### src/rtl/pwm_carrier_gen_pkg.sv
// rtl/pwm_carrier_gen_pkg.sv - shared PWM carrier types, default widths and mask helpers
package pwm_carrier_gen_pkg;

    localparam int PWMCOUNT_WIDTH_DEF = 16;
    localparam int DIVCLK_WIDTH_DEF   = 4;
    localparam int EVTCOUNT_WIDTH_DEF = 3;

    typedef enum logic [1:0] {COUNT_UP, COUNT_DOWN, COUNT_UPDOWN} _count_mode;
    typedef enum logic [1:0] {NO_MASK, MIN_MASK, MAX_MASK, MINMAX_MASK} _mask_mode;
    typedef enum logic {CARR_OFF, CARR_ON} _carr_onoff;
    typedef enum logic {CLKDIV_OFF, CLKDIV_ON} _clkdiv_onoff;
    typedef enum logic {INT_OFF, INT_ON} _int_onoff;
    typedef enum logic {CARR_IDLE, CARR_RUN} _carr_state;

    function automatic logic counts_min(input _mask_mode m);
        return (m == NO_MASK) || (m == MAX_MASK);
    endfunction

    function automatic logic counts_max(input _mask_mode m);
        return (m == NO_MASK) || (m == MIN_MASK);
    endfunction

endpackage

### src/rtl/pwm_carrier_gen_clkdiv.sv
// rtl/pwm_carrier_gen_clkdiv.sv - prescaler producing one tick every div+1 cycles
module pwm_clkdiv #(
    parameter int DIVCLK_WIDTH = 4
) (
    input  logic                    clk,
    input  logic                    rst,
    input  logic                    en,
    input  logic [DIVCLK_WIDTH-1:0] div,
    input  logic                    clr,
    output logic                    tick
);

    localparam logic [DIVCLK_WIDTH-1:0] DIV_ONE = DIVCLK_WIDTH'(1);

    logic [DIVCLK_WIDTH-1:0] cnt_q;
    logic                    at_div;

    assign at_div = (cnt_q == div);

    always_ff @(posedge clk or posedge rst) begin
        if (rst) begin
            cnt_q <= '0;
        end else if (clr || !en || at_div) begin
            cnt_q <= '0;
        end else begin
            cnt_q <= cnt_q + DIV_ONE;
        end
    end

    // No tick while cleared so the first update after start lands div+1 cycles later
    assign tick = !clr && (!en || at_div);

endmodule

### src/rtl/pwm_carrier_gen.sv
// rtl/pwm_carrier_gen.sv - prescaled up/down/updown PWM carrier with shadowed period and decimated irq
module pwm_carrier_gen
    import pwm_carrier_gen_pkg::*;
#(
    parameter int PWMCOUNT_WIDTH = PWMCOUNT_WIDTH_DEF,
    parameter int DIVCLK_WIDTH   = DIVCLK_WIDTH_DEF,
    parameter int EVTCOUNT_WIDTH = EVTCOUNT_WIDTH_DEF
) (
    input  logic                      clk,
    input  logic                      rst,
    input  _carr_onoff                carr_onoff,
    input  _count_mode                count_mode,
    input  _mask_mode                 mask_mode,
    input  _clkdiv_onoff              clkdiv_onoff,
    input  logic [DIVCLK_WIDTH-1:0]   clkdiv,
    input  logic [PWMCOUNT_WIDTH-1:0] period,
    input  logic [PWMCOUNT_WIDTH-1:0] init_val,
    input  _int_onoff                 int_onoff,
    input  logic [EVTCOUNT_WIDTH-1:0] evt_count,
    output logic [PWMCOUNT_WIDTH-1:0] carrier,
    output logic                      dir,
    output logic                      min_evt,
    output logic                      max_evt,
    output logic                      load_evt,
    output logic                      irq
);

    localparam logic [PWMCOUNT_WIDTH-1:0] CNT_ONE = PWMCOUNT_WIDTH'(1);
    localparam logic [EVTCOUNT_WIDTH-1:0] EVT_ONE = EVTCOUNT_WIDTH'(1);

    _carr_state                state_q, state_d;
    logic [PWMCOUNT_WIDTH-1:0] carrier_q, carrier_d, per_q, per_d;
    _count_mode                mode_q, mode_d;
    _mask_mode                 mask_q, mask_d;
    logic [EVTCOUNT_WIDTH-1:0] evt_cnt_q, evt_cnt_d;
    logic                      dir_q, dir_d;
    logic                      min_q, min_d, max_q, max_d, load_q, load_d, irq_q, irq_d;
    logic                      tick;

    logic [PWMCOUNT_WIDTH-1:0] nxt, per_eff;
    logic                      wrap, going_down, counted;

    pwm_clkdiv #(.DIVCLK_WIDTH(DIVCLK_WIDTH)) u_clkdiv (
        .clk  (clk),
        .rst  (rst),
        .en   (clkdiv_onoff == CLKDIV_ON),
        .div  (clkdiv),
        .clr  (state_q == CARR_IDLE),
        .tick (tick)
    );

    always_ff @(posedge clk or posedge rst) begin
        if (rst) begin
            state_q   <= CARR_IDLE;
            carrier_q <= '0;
            per_q     <= '0;
            mode_q    <= COUNT_UP;
            mask_q    <= NO_MASK;
            evt_cnt_q <= '0;
            dir_q     <= 1'b0;
            min_q     <= 1'b0;
            max_q     <= 1'b0;
            load_q    <= 1'b0;
            irq_q     <= 1'b0;
        end else begin
            state_q   <= state_d;
            carrier_q <= carrier_d;
            per_q     <= per_d;
            mode_q    <= mode_d;
            mask_q    <= mask_d;
            evt_cnt_q <= evt_cnt_d;
            dir_q     <= dir_d;
            min_q     <= min_d;
            max_q     <= max_d;
            load_q    <= load_d;
            irq_q     <= irq_d;
        end
    end

    always_comb begin
        state_d    = state_q;
        carrier_d  = carrier_q;
        per_d      = per_q;
        mode_d     = mode_q;
        mask_d     = mask_q;
        evt_cnt_d  = evt_cnt_q;
        dir_d      = dir_q;
        min_d      = 1'b0;
        max_d      = 1'b0;
        load_d     = 1'b0;
        irq_d      = 1'b0;
        nxt        = carrier_q;
        per_eff    = per_q;
        wrap       = 1'b0;
        going_down = 1'b0;
        counted    = 1'b0;

        case (state_q)
            CARR_IDLE: begin
                carrier_d = '0;
                dir_d     = 1'b0;
                evt_cnt_d = '0;
                if (carr_onoff == CARR_ON) begin
                    state_d   = CARR_RUN;
                    per_d     = period;
                    mode_d    = count_mode;
                    mask_d    = mask_mode;
                    carrier_d = (init_val > period) ? period : init_val;
                    dir_d     = (count_mode == COUNT_DOWN);
                    load_d    = 1'b1;
                end
            end
            default: begin
                if (carr_onoff == CARR_OFF) begin
                    state_d   = CARR_IDLE;
                    carrier_d = '0;
                    dir_d     = 1'b0;
                    evt_cnt_d = '0;
                end else begin
                    if (tick) begin
                        case (mode_q)
                            COUNT_DOWN: begin
                                if (carrier_q == '0) begin
                                    nxt  = period;
                                    wrap = 1'b1;
                                end else begin
                                    nxt = carrier_q - CNT_ONE;
                                end
                            end
                            COUNT_UPDOWN: begin
                                if (per_q == '0) begin
                                    nxt  = '0;
                                    wrap = 1'b1;
                                end else if (!dir_q && carrier_q < per_q) begin
                                    nxt = carrier_q + CNT_ONE;
                                end else begin
                                    going_down = 1'b1;
                                    nxt        = (carrier_q <= CNT_ONE) ? '0 : carrier_q - CNT_ONE;
                                    wrap       = (carrier_q <= CNT_ONE);
                                end
                            end
                            default: begin
                                if (carrier_q >= per_q) begin
                                    nxt  = '0;
                                    wrap = 1'b1;
                                end else begin
                                    nxt = carrier_q + CNT_ONE;
                                end
                            end
                        endcase

                        // At a wrap the boundary is judged against the freshly loaded period
                        per_eff   = wrap ? period : per_q;
                        carrier_d = nxt;
                        min_d     = (nxt == '0);
                        max_d     = (nxt == per_eff);
                        load_d    = wrap;

                        if (wrap) begin
                            per_d  = period;
                            mode_d = count_mode;
                            mask_d = mask_mode;
                            dir_d  = (count_mode == COUNT_DOWN);
                        end else if (mode_q == COUNT_DOWN) begin
                            dir_d = 1'b1;
                        end else if (mode_q == COUNT_UPDOWN) begin
                            dir_d = going_down || (nxt == per_q);
                        end else begin
                            dir_d = 1'b0;
                        end

                        counted = (min_d && counts_min(mask_q)) || (max_d && counts_max(mask_q));
                        if (counted && int_onoff == INT_ON) begin
                            if (evt_cnt_q >= evt_count) begin
                                irq_d     = 1'b1;
                                evt_cnt_d = '0;
                            end else begin
                                evt_cnt_d = evt_cnt_q + EVT_ONE;
                            end
                        end
                    end
                    if (int_onoff == INT_OFF) begin
                        evt_cnt_d = '0;
                    end
                end
            end
        endcase
    end

    assign carrier  = carrier_q;
    assign dir      = dir_q;
    assign min_evt  = min_q;
    assign max_evt  = max_q;
    assign load_evt = load_q;
    assign irq      = irq_q;

endmodule
### config.mk
export PLATFORM = sky130hd
export DESIGN_NAME = pwm_carrier_gen
export DESIGN_NICKNAME = d
export VERILOG_FILES = /design/src/rtl/pwm_carrier_gen_pkg.sv /design/src/rtl/pwm_carrier_gen_clkdiv.sv /design/src/rtl/pwm_carrier_gen.sv
export SDC_FILE = /design/constraint.sdc
export NUM_CORES = 1
export LEC_CHECK = 0
export BUFFER_PORTS_ARGS = -buffer_cell sky130_fd_sc_hd__buf_4
export CAP_MARGIN = 15
export CORE_AREA = 2 2 102 104
export DETAILED_ROUTE_END_ITERATION = 10
export DIE_AREA = 0 0 104 106
export HOLD_SLACK_MARGIN = 0.08
export PLACE_DENSITY = 0.84
export SETUP_SLACK_MARGIN = 0.05
export SKIP_CTS_REPAIR_TIMING = 1
export SLEW_MARGIN = 20
export SYNTH_ARGS = -nofsm -noshare
export SYNTH_HDL_FRONTEND = slang
export SYNTH_SLANG_ARGS = --single-unit
### constraint.sdc
create_clock -name clk -period 3.4 [get_ports clk]
set_input_delay 0.34 -clock clk [delete_from_list [all_inputs] [get_ports clk]]
set_output_delay 0.34 -clock clk [all_outputs]
set_load 0.02 [all_outputs]
==> impl_metrics.yaml, run 1 <==
hold_path:
  min_path_type: "input port to async pin"
synthesis:
  yosys_most_used_dff: "dfrtp_1"
  post_synth.cell_area_avg_sq_um: 8.24
  synth_cell_types: 83
  synth_area_leader_cell: "dfrtp_1"
  synth_top_area_share_pct: 23.2
  ys_seq_area_share_pct: 23.2
  synthTopCellsByArea: "dfrtp_1 23%, ha_1 9.9%, xnor2_1 6.0%, nand2_1 4.7%, xor2_1 4.1%"
  yosysMostFrequentCell: "nand2_1"
  syn_nets: 732
  yosys_warnings: 0
  synthCells: 642
  synth-seq-cells: 49
  synth-edff-count: 0
  synth_common_cells: "66 x nand2_1, 50 x nor2_1, 49 x dfrtp_1"
  synthArstFlopShare_pct: 100
  syn_area_sq_um: 5290
timing:
  fin_ws_ns: -0.402
  maxSlewHeadroom_pct: 42.2
  final.setup_skew_ns: 0.0129
  worst_slew_pin_slew_ns: 0.865
  final_hold_viol_count: 0
  setup_viol: 7
  grt_setup_unrepaired: "true"
  fin_crit_ns: 3.80
  period_share_pct: 112
  fmax_ghz: 0.263
  drv_slew: 0
layout:
  drive_gt1_share_pct: 39.7
  diodes: 0
  final_cell_area_sq_um: 7490
  final_core_util_pct: 74.9
  final_nets: 931
  area_growth_pct: 41.6
placement:
  portBuffers: 68
  hpwl_mm: 17.6
  post_dp_cell_area_sq_um: 6920
  place_congestion: 1.03
job:
  max-cap-violations: 0
detailed_routing:
  postRouteWirelength_mm: 22.7
  viasPerCell: 6.31
  ant_nets: 0
  wire_per_inst_microns: 23.2
  num_vias: 6174
  first_pass_iters: 8
  drc: 0
  drt_iter0_drc: 634
setup_path:
  arrival_ns: 4.05
  crit_path_end_kind: "register"
  path_buf_inv: 6
  crit_type: "register to register"
  path_cells: "ha_4, nand4_4, buf_6, nor4_4, buf_4, o21ai_4, buf_6, o2111ai_2, buf_4, buf_12, buf_4, nor2_1, a311oi_2, a21oi_2, nor4_2, o21a_2, nand4_4, a211o_1, a21oi_2"
  r2r_end: "evt_cnt_q[0]"
  critPathTopFamily: "compound AO/OA/AOI/OAI gates"
  path_max_fanout: 5
  r2r_cells: 19
  cp.required_ns: 3.65
  cp_slowest_cell: "dfrtp_2"
  r2r-start: "carrier[13]"
  cpPeakStageDelay_ns: 0.46
  path_common_cell: "buf_4"
  critPathLaunchType: "register"
  r2r_slack_ns: -0.40
outcome:
  status: "finished with violations"
  violations: "negative setup slack"
cts:
  cts_tree: "done"
  root_buffer: "clkbuf_8"
  clkSlewWorstSetupHoldPaths_ns: 0.10
  clkLatencyLatePin_ns: 0.31
  cts_buffers: 5
  ctsHtreeMaxLevel: 2
  cts_sinks: 49
  clk_path_buf_depth: 2
power:
  powerDensity_nw_per_um2: 604
  vdd_ir_drop_max_v: 0.000273
  leakage_nw: 3.49
floorplanning:
  coreArea_sq_um: 10000
  die_w_microns: 104
  start_util_pct: 52.9
  fp-row-count: 37
  fp.dieH_microns: 106
  io_pins: 69
  die-area_sq_um: 11000
global_routing:
  grt_usage_pct: 39.2
  grt_pass1_wl_mm: 33.0
  grt_max_degree: 50
  grt.overflow.total: 0
  antenna_found_initial: 0
  grt_pass1_vias: 5909
[cell families (layout without fill, tap and decap cells)]
| kind of cell | after synthesis | after routing | share of synthesized area (%) |
|---|---|---|---|
| DFF | 49 | 49 | 23.2 |
| AOI/OAI and AO/OA | 158 | 158 | 22.0 |
| adders and majority gates | 42 | 42 | 9.93 |
| and+or+nand+nor | 231 | 231 | 24.4 |
| buffers and inverters | 82 | 282 | 6.69 |
| xor gates and xnor gates | 61 | 61 | 10.1 |
| muxes | 19 | 19 | 3.74 |
[layer usage]
| metal | up-vias | track usage, % | wire [microns] |
|---|---|---|---|
| li1 | 2717 | - | - |
| met1 | 2907 | 53.0 | 8750 |
| met2 | 448 | 63.6 | 10100 |
| met3 | 102 | 5.76 | 2550 |
| met4 | 0 | 14.7 | 1230 |
| met5 | - | 0 | 0 |
[cells in the final DEF (no fill, tap or decap), types with 4 or more instances in the layout]
cell / synthesis / final
buf_4: 3 / 215
nand2_1: 66 / 64
nor2_1: 50 / 48
inv_1: 47 / 42
dfrtp_1: 49 / 41
xnor2_1: 36 / 35
ha_1: 42 / 35
o21ai_0: 32 / 30
xor2_1: 25 / 25
a211oi_1: 21 / 20
a21oi_1: 28 / 19
nand3_1: 18 / 18
nand4_1: 13 / 13
nor3_1: 14 / 12
mux2i_1: 13 / 11
a21oi_2: 1 / 10
nor4_1: 12 / 8
a311oi_1: 9 / 8
dfrtp_2: 0 / 8
nor4_2: 3 / 7
nand2b_1: 7 / 7
and3_1: 7 / 7
ha_4: 0 / 7
buf_6: 3 / 7
o21a_1: 6 / 6
a21o_1: 6 / 6
mux2_2: 6 / 5
clkbuf_8: 0 / 5
inv_2: 0 / 4
nor3_2: 2 / 4
nor2b_1: 4 / 4
and2_1: 5 / 4
o211ai_1: 4 / 4
nor3b_1: 5 / 4
o211a_1: 4 / 4
o22ai_2: 0 / 4
[sequential cells by signal (all words and copies together), names as in the netlist]
signal and cells:
mode_q 2, load_evt 1, irq 1, carrier 16
per_q 16, evt_cnt_q 3, min_evt 1, state_q 1
mask_q 2, dir 1, max_evt 1, u_clkdiv.cnt_q 4
[worst max path at each step]
stage	startpoint	to	slack, ns	depth (start not counted)
2_1_floorplan	carrier[7]	evt_cnt_q[0]	0.05	14
3_3_place_gp	carrier[8]	evt_cnt_q[0]	-0.17	16
3_5_place_dp	carrier[7]	evt_cnt_q[2]	-0.25	17
4_1_cts	carrier[8]	evt_cnt_q[0]	-0.31	16
5_1_grt	per_q[14]	evt_cnt_q[2]	-0.50	21
6_report	carrier[13]	evt_cnt_q[0]	-0.40	19
[report_power, final]
group / internal, W / switching [W]
Combinational: 0.00158 / 0.00175
Sequential: 0.000679 / 0.0000872
Clock: 0.000219 / 0.000207
Total: 0.00248 / 0.00205
[worst register-to-register path, cell delays in order (launching register included)]
cell and delay (ns):
dfrtp_2 0.46, ha_4 0.30, nand4_4 0.14, buf_6 0.16, nor4_4 0.32, buf_4 0.18
o21ai_4 0.06, buf_6 0.14, o2111ai_2 0.07, buf_4 0.16, buf_12 0.11, buf_4 0.11
nor2_1 0.05, a311oi_2 0.27, a21oi_2 0.07, nor4_2 0.32, o21a_2 0.23, nand4_4 0.15
a211o_1 0.34, a21oi_2 0.11
[area by class of cell]
cell class                 count  area [sq um]
clock buffer                   6          72.6
clock inverter                 2          35.0
fill                         756          2500
inverter                      47           178
multi-input combinational    511          4020
sequential                    49          1240
tap                          136           170
timing repair buffer         227          1790
[per-stage QoR]
stage	power, W	setup WS, ns	std cells	hold WS, ns	TNS, ns
floorplan	0.00237	0.0505	642	0.371	0
global placement	0.00353	-0.174	949	0.507	-0.556
detailed placement	0.00357	-0.250	949	0.521	-0.918
CTS	0.00400	-0.310	957	0.258	-1.15
global route	0.00471	-0.501	978	0.246	-3.09
finish	0.00453	-0.402	978	0.176	-1.85
Power figures use the tool's default switching activity.
==> run 2, diff against run 1 <==
--- a/config.mk
+++ b/config.mk
@@ -12,6 +12,7 @@
 export DIE_AREA = 0 0 104 106
 export HOLD_SLACK_MARGIN = 0.08
 export PLACE_DENSITY = 0.84
+export REMOVE_ABC_BUFFERS = 1
 export SETUP_SLACK_MARGIN = 0.05
 export SKIP_CTS_REPAIR_TIMING = 1
 export SLEW_MARGIN = 20
==> constraint.sdc (replaced) <==
create_clock -name clk -period 3.4 [get_ports clk]
set_input_delay 0.68 -clock clk [delete_from_list [all_inputs] [get_ports clk]]
set_output_delay 0.68 -clock clk [all_outputs]
set_load 0.02 [all_outputs]
==> run 2 against run 1 <==
Net effect:
- the run still ends with negative setup slack left
- via count decreased by 1.3%
- register-to-register slack better by 0.12 ns
- first-iteration DRC count is 19% lower
- worst setup slack improved by 0.12 ns
- sequential share of layout area is 0.78 points lower
- clock-buffer cell count decreased by 1
- combinational power increased by 8.4%
- hold slack better by 0.34 ns
- sequential power hardly changed
- critical path depth fell by 2
- critical path type unchanged
==> impl_metrics.yaml, run 2 (synthesis results as in run 1) <==
power:
  powerDensity_nw_per_um2: 610
  p_clk_share_pct: 8.2
  vdd_ir_drop_max_v: 0.000392
  switchingPower_w: 0.00220
  leakage_nw: 3.64
  seqPwrFrac_pct: 16.0
  p_int_w: 0.00257
  combPwrFrac_pct: 75.8
  switching_share_pct: 46.1
timing:
  drv_slew: 0
  period_share_pct: 108
  fin_crit_ns: 3.68
  worst_slew_pin_slew_ns: 0.938
  holdWs_ns: 0.515
  fin_ws_ns: -0.284
  fmax_ghz: 0.271
  tns_ns: -0.993
  final.setup_skew_ns: 0.00981
  maxSlewHeadroom_pct: 37.5
  final_hold_viol_count: 0
  grt_setup_unrepaired: "true"
  setup_viol: 5
floorplanning:
  fp-row-count: 37
  die_w_microns: 104
  fp.dieH_microns: 106
  io_pins: 69
  coreArea_sq_um: 10000
  die-area_sq_um: 11000
  start_util_pct: 52.9
layout:
  final_cell_mix: "232 x buf_4, 63 x nand2_1, 47 x nor2_1, 47 x dfrtp_1, 44 x inv_1"
  final-seq-area_sq_um: 1230
  drive_gt1_share_pct: 41.6
  fillCellCount: 729
  layout_commonest_cell: "buf_4"
  final_core_util_pct: 78.2
  final_nets: 949
  area_growth_pct: 47.8
  diodes: 0
  final_cell_area_sq_um: 7820
  multiInputGateArea_sq_um: 4220
cts:
  root_buffer: "clkbuf_8"
  cts_sinks: 49
  ctsHtreeMaxLevel: 2
  cts_buffers: 5
  clkSlewWorstSetupHoldPaths_ns: 0.11
  clk_path_buf_depth: 2
  clkLatencyLatePin_ns: 0.34
  cts_tree: "done"
setup_path:
  cp.required_ns: 3.68
  cpPeakStageDelay_ns: 0.46
  path_common_cell: "buf_4"
  path_cells: "ha_4, nand2_4, buf_6, nor4_4, buf_4, o21ai_4, buf_4, nand3_4, o211ai_4, buf_12, mux2i_4, xnor2_2, nor4_2, o21a_2, nand4_4, a211o_1, a21oi_2"
  endpoint: "evt_cnt_q[0]"
  cp-startpoint: "carrier[9]"
  path_buf_inv: 4
  crit_cells: 17
  critPathLaunchType: "register"
  r2r_slack_ns: -0.28
  crit_type: "register to register"
  r2r-start: "carrier[9]"
  r2r_cells: 17
  arrival_ns: 3.96
  path_max_fanout: 12
  crit_path_end_kind: "register"
  cp_slowest_cell: "dfrtp_1"
  r2r_end: "evt_cnt_q[0]"
  critPathTopFamily: "simple AND/OR/NAND/NOR gates"
global_routing:
  grtUsageMet3_pct: 7.97
  met1_usage_pct: 50.8
  grt_pass1_vias: 5800
  use_met2_pct: 60.3
  grt_max_degree: 50
  gr-max-usage-layer: "met2"
  grt_pass1_wl_mm: 32.1
  grt.overflow.total: 0
  grt_usage_pct: 37.9
  antenna_found_initial: 0
detailed_routing:
  wire_per_inst_microns: 21.6
  viasPerCell: 6.12
  num_vias: 6092
  drc: 0
  drt_iter0_drc: 516
  first_pass_iters: 5
  ant_nets: 0
  postRouteWirelength_mm: 21.5
job:
  max-cap-violations: 0
placement:
  place_congestion: 1.07
  portBuffers: 68
  hpwl_mm: 17.0
  post_dp_cell_area_sq_um: 6950
  pre_cts_ws_ns: -0.498
hold_path:
  min_path_type: "input port to async pin"
outcome:
  violations: "negative setup slack"
  status: "finished with violations"
==> run 2: cell types whose count changed in the layout (fill, tap and decap cells not counted), sizes merged <==
cell | before | now
bufinv | 1 | 0
clkinvlp | 0 | 2
inv | 46 | 47
clkinv | 2 | 1
clkbuf | 8 | 5
buf | 225 | 245
==> run 2: through the flow <==
stage	std cells	power (W)
after floorplan	607	0.00229
after global placement	957	0.00357
after detailed placement	957	0.00360
after CTS	965	0.00401
after global routing	996	0.00500
final	996	0.00477
==> run 2: final cells by class <==
| class | count | area share [%] |
|---|---|---|
| inverters | 47 | 2.27 |
| flip-flops and latches | 49 | 15.7 |
| clock buffers | 5 | 0.880 |
| repair buffers | 245 | 24.7 |
| well taps | 136 | 2.18 |
| clock inverters | 3 | 0.336 |
| multi-input cells | 511 | 53.9 |
==> run 2: per-layer routing <==
| layer | up-vias | wire (microns) |
|---|---|---|
| met5 | - | 0 |
| met4 | 0 | 830 |
| met3 | 57 | 1910 |
| met2 | 324 | 9800 |
| met1 | 2951 | 8970 |
| li1 | 2760 | - |
==> run 2: worst min-delay path by stage <==
| stage | start | to | slack [ns] | cells after the start |
|---|---|---|---|---|
| 6_report | rst | per_q[1] | 0.52 | 2 |
| 5_1_grt | carr_onoff | state_q | 0.55 | 1 |
| 3_5_place_dp | u_clkdiv.cnt_q[0] | u_clkdiv.cnt_q[0] | 0.53 | 1 |
| 2_1_floorplan | u_clkdiv.cnt_q[0] | u_clkdiv.cnt_q[0] | 0.47 | 1 |
| 3_3_place_gp | u_clkdiv.cnt_q[0] | u_clkdiv.cnt_q[0] | 0.52 | 1 |
| 4_1_cts | count_mode[1] | mode_q[1] | 0.55 | 3 |
==> run 2: power groups by stage <==
stage / registers, W / logic (W) / clock network (W)
floorplan: 0.000822 / 0.00147 / 0
global placement: 0.000759 / 0.00281 / 0
detailed placement: 0.000765 / 0.00284 / 0
CTS: 0.000755 / 0.00286 / 0.000396
global route: 0.000770 / 0.00381 / 0.000417
finish: 0.000764 / 0.00361 / 0.000391
==> run 3, diff against run 2 <==
--- a/config.mk
+++ b/config.mk
@@ -7,15 +7,16 @@
 export LEC_CHECK = 0
 export BUFFER_PORTS_ARGS = -buffer_cell sky130_fd_sc_hd__buf_4
 export CAP_MARGIN = 15
-export CORE_AREA = 2 2 102 104
+export CORE_AREA = 2 2 103 105
 export DETAILED_ROUTE_END_ITERATION = 10
-export DIE_AREA = 0 0 104 106
+export DIE_AREA = 0 0 105 107
 export HOLD_SLACK_MARGIN = 0.08
-export PLACE_DENSITY = 0.84
+export PLACE_DENSITY = 0.83
 export REMOVE_ABC_BUFFERS = 1
 export SETUP_SLACK_MARGIN = 0.05
 export SKIP_CTS_REPAIR_TIMING = 1
 export SLEW_MARGIN = 20
 export SYNTH_ARGS = -nofsm -noshare
 export SYNTH_HDL_FRONTEND = slang
+export SYNTH_HIERARCHICAL = 1
 export SYNTH_SLANG_ARGS = --single-unit
==> run 3 against run 2 <==
Net effect:
- the flow still finishes with violations (negative setup slack)
- worst setup slack worse by 0.34 ns
- design area is 0.42% higher
- total power is 22% lower
- critical path type unchanged
==> impl_metrics.yaml, run 3 <==
setup_path:
  cpPeakStageDelay_ns: 0.56
  arrival_ns: 4.27
  r2r_end: "irq"
  path_cells: "buf_6, or4_4, or4_4, nor3_4, or2_4, buf_6, a211oi_4, or4_4, nand2_4, nand4b_1, nor4_2, buf_4, nand2_2, o21a_4, nor3_2"
  r2r_cells: 15
  r2r-start: "carrier[11]"
  cp.required_ns: 3.65
  path_common_cell: "or4_4"
  crit_type: "register to register"
  r2r_slack_ns: -0.62
  critPathLaunchType: "register"
  crit_path_end_kind: "register"
  path_max_fanout: 4
  cp_slowest_cell: "or4_4"
job:
  max-cap-violations: 0
synthesis:
  synth_cell_types: 67
  synthArstFlopShare_pct: 100
  synth-edff-count: 0
  synth-seq-cells: 49
  synthCells: 695
  post_synth.cell_area_avg_sq_um: 7.74
  ys_seq_area_share_pct: 22.8
  yosysMostFrequentCell: "nand2_1"
  synth_common_cells: "74 x nand2_1, 53 x nor2_1, 50 x inv_1"
  synth_area_leader_cell: "dfrtp_1"
  yosys_most_used_dff: "dfrtp_1"
  yosys_warnings: 6
  syn_area_sq_um: 5380
  synth_top_area_share_pct: 22.8
  synthTopCellsByArea: "dfrtp_1 23%, ha_1 9.8%, xnor2_1 7.3%, nand2_1 5.2%, o21ai_0 3.8%"
layout:
  final_cell_area_sq_um: 7850
  final_core_util_pct: 77.8
  layout_commonest_cell: "buf_4"
  final_nets: 1012
  diodes: 0
  final_cell_mix: "241 x buf_4, 66 x nand2_1, 50 x nor2_1"
  drive_gt1_share_pct: 36.2
  fillCellCount: 713
  area_growth_pct: 46.1
cts:
  cts_sinks: 49
  cts_buffers: 5
  root_buffer: "clkbuf_8"
  clkSlewWorstSetupHoldPaths_ns: 0.11
  clk_path_buf_depth: 2
  clkLatencyLatePin_ns: 0.33
  cts_tree: "done"
  ctsHtreeMaxLevel: 2
power:
  powerDensity_nw_per_um2: 472
  vdd_ir_drop_max_v: 0.000293
  leakage_nw: 3.77
placement:
  place_congestion: 1.05
  hpwl_mm: 18.0
  portBuffers: 68
  post_dp_cell_area_sq_um: 7240
timing:
  final.setup_skew_ns: 0.0117
  fmax_ghz: 0.249
  drv_slew: 0
  fin_ws_ns: -0.624
  maxSlewHeadroom_pct: 31.8
  tns_ns: -6.35
  grt_setup_unrepaired: "true"
  setup_viol: 29
  final_hold_viol_count: 0
  worst_slew_pin_slew_ns: 1.02
  fin_crit_ns: 4.02
  period_share_pct: 118
detailed_routing:
  drt_iter0_drc: 726
  first_pass_iters: 7
  num_vias: 6790
  wire_per_inst_microns: 22.7
  viasPerCell: 6.41
  postRouteWirelength_mm: 24.0
  ant_nets: 0
  drc: 0
global_routing:
  grt_pass1_vias: 6309
  grt_max_degree: 46
  grt_usage_pct: 38.9
  grt_pass1_wl_mm: 33.9
  antenna_found_initial: 0
  grt.overflow.total: 0
floorplanning:
  start_util_pct: 53.3
  io_pins: 69
  fp.dieH_microns: 107
  die-area_sq_um: 11200
  coreArea_sq_um: 10100
  fp-row-count: 37
  die_w_microns: 105
hold_path:
  min_path_type: "input port to async pin"
outcome:
  violations: "negative setup slack"
  status: "finished with violations"
[run 3: cell count changes in the layout (fill, tap and decap cells not counted), sizes merged, moves of 9 or more]
cell | before | now
xnor2 | 36 | 45
o21ai | 35 | 44
o311a | 1 | 14
a211oi | 23 | 4
buf | 245 | 257
and2 | 6 | 20
[run 3: final cells by class]
cell class                      instances  area, sq um  area share [%]
Tap cell                              136          170            2.17
Multi-Input combinational cell        556         4110            52.3
Clock buffer                            5         68.8           0.876
Sequential cell                        49         1230            15.6
Clock inverter                          3         26.3           0.335
Timing Repair Buffer                  259         2060            26.3
Inverter                               51          191            2.44
[run 3: worst max path at each step]
| stage | startpoint | to | slack (ns) | depth (start not counted) |
|---|---|---|---|---|
| final | carrier[11] | irq | -0.62 | 15 |
| after global routing | carrier[6] | irq | -0.63 | 17 |
| after CTS | carrier[13] | evt_cnt_q[1] | -0.70 | 14 |
| after detailed placement | carrier[13] | evt_cnt_q[0] | -0.67 | 14 |
| after global placement | per_q[13] | evt_cnt_q[1] | -0.56 | 15 |
| after floorplan | carrier[14] | evt_cnt_q[0] | -0.58 | 13 |
[run 3: metrics by stage]
stage	hold WS (ns)	instances	power (W)	setup slack [ns]
global route	0.243	1059	0.00384	-0.635
finish	0.250	1059	0.00371	-0.624
CTS	0.250	1041	0.00335	-0.704
detailed placement	0.505	1033	0.00296	-0.673
floorplan	0.446	656	0.00185	-0.582
global placement	0.492	1033	0.00293	-0.562
[run 3: logic make-up (layout without fill, tap and decap cells)]
group / after synthesis / in the layout / synth area share (%)
and+or+nand+nor: 268 / 268 / 25.5
AOI/OAI and AO/OA: 160 / 160 / 20.5
buffers and inverters: 90 / 318 / 6.61
xor gates and xnor gates: 62 / 62 / 10.2
DFF: 49 / 49 / 22.8
adders and majority gates: 42 / 42 / 9.77
muxes: 24 / 24 / 4.58
[run 3: per-layer routing]
layer	GRT usage (%)	wire length, microns	vias to the layer above
met5	0	0	-
met4	15.4	1340	0
met3	7.72	2710	109
met2	62.1	10700	465
met1	51.9	9220	3267
li1	-	-	2949
[run 3: power breakdown]
group / internal [W] / switching [W]
sequential: 0.000648 / 0.0000518
combinational: 0.00122 / 0.00139
clock: 0.000151 / 0.000246
[run 3: critical path: cells and delay by family (launching register included)]
family	cells	cell delay, ns
compound gates	2	0.18
buf+inv	3	0.42
flops	1	0.42
simple gates	10	2.92
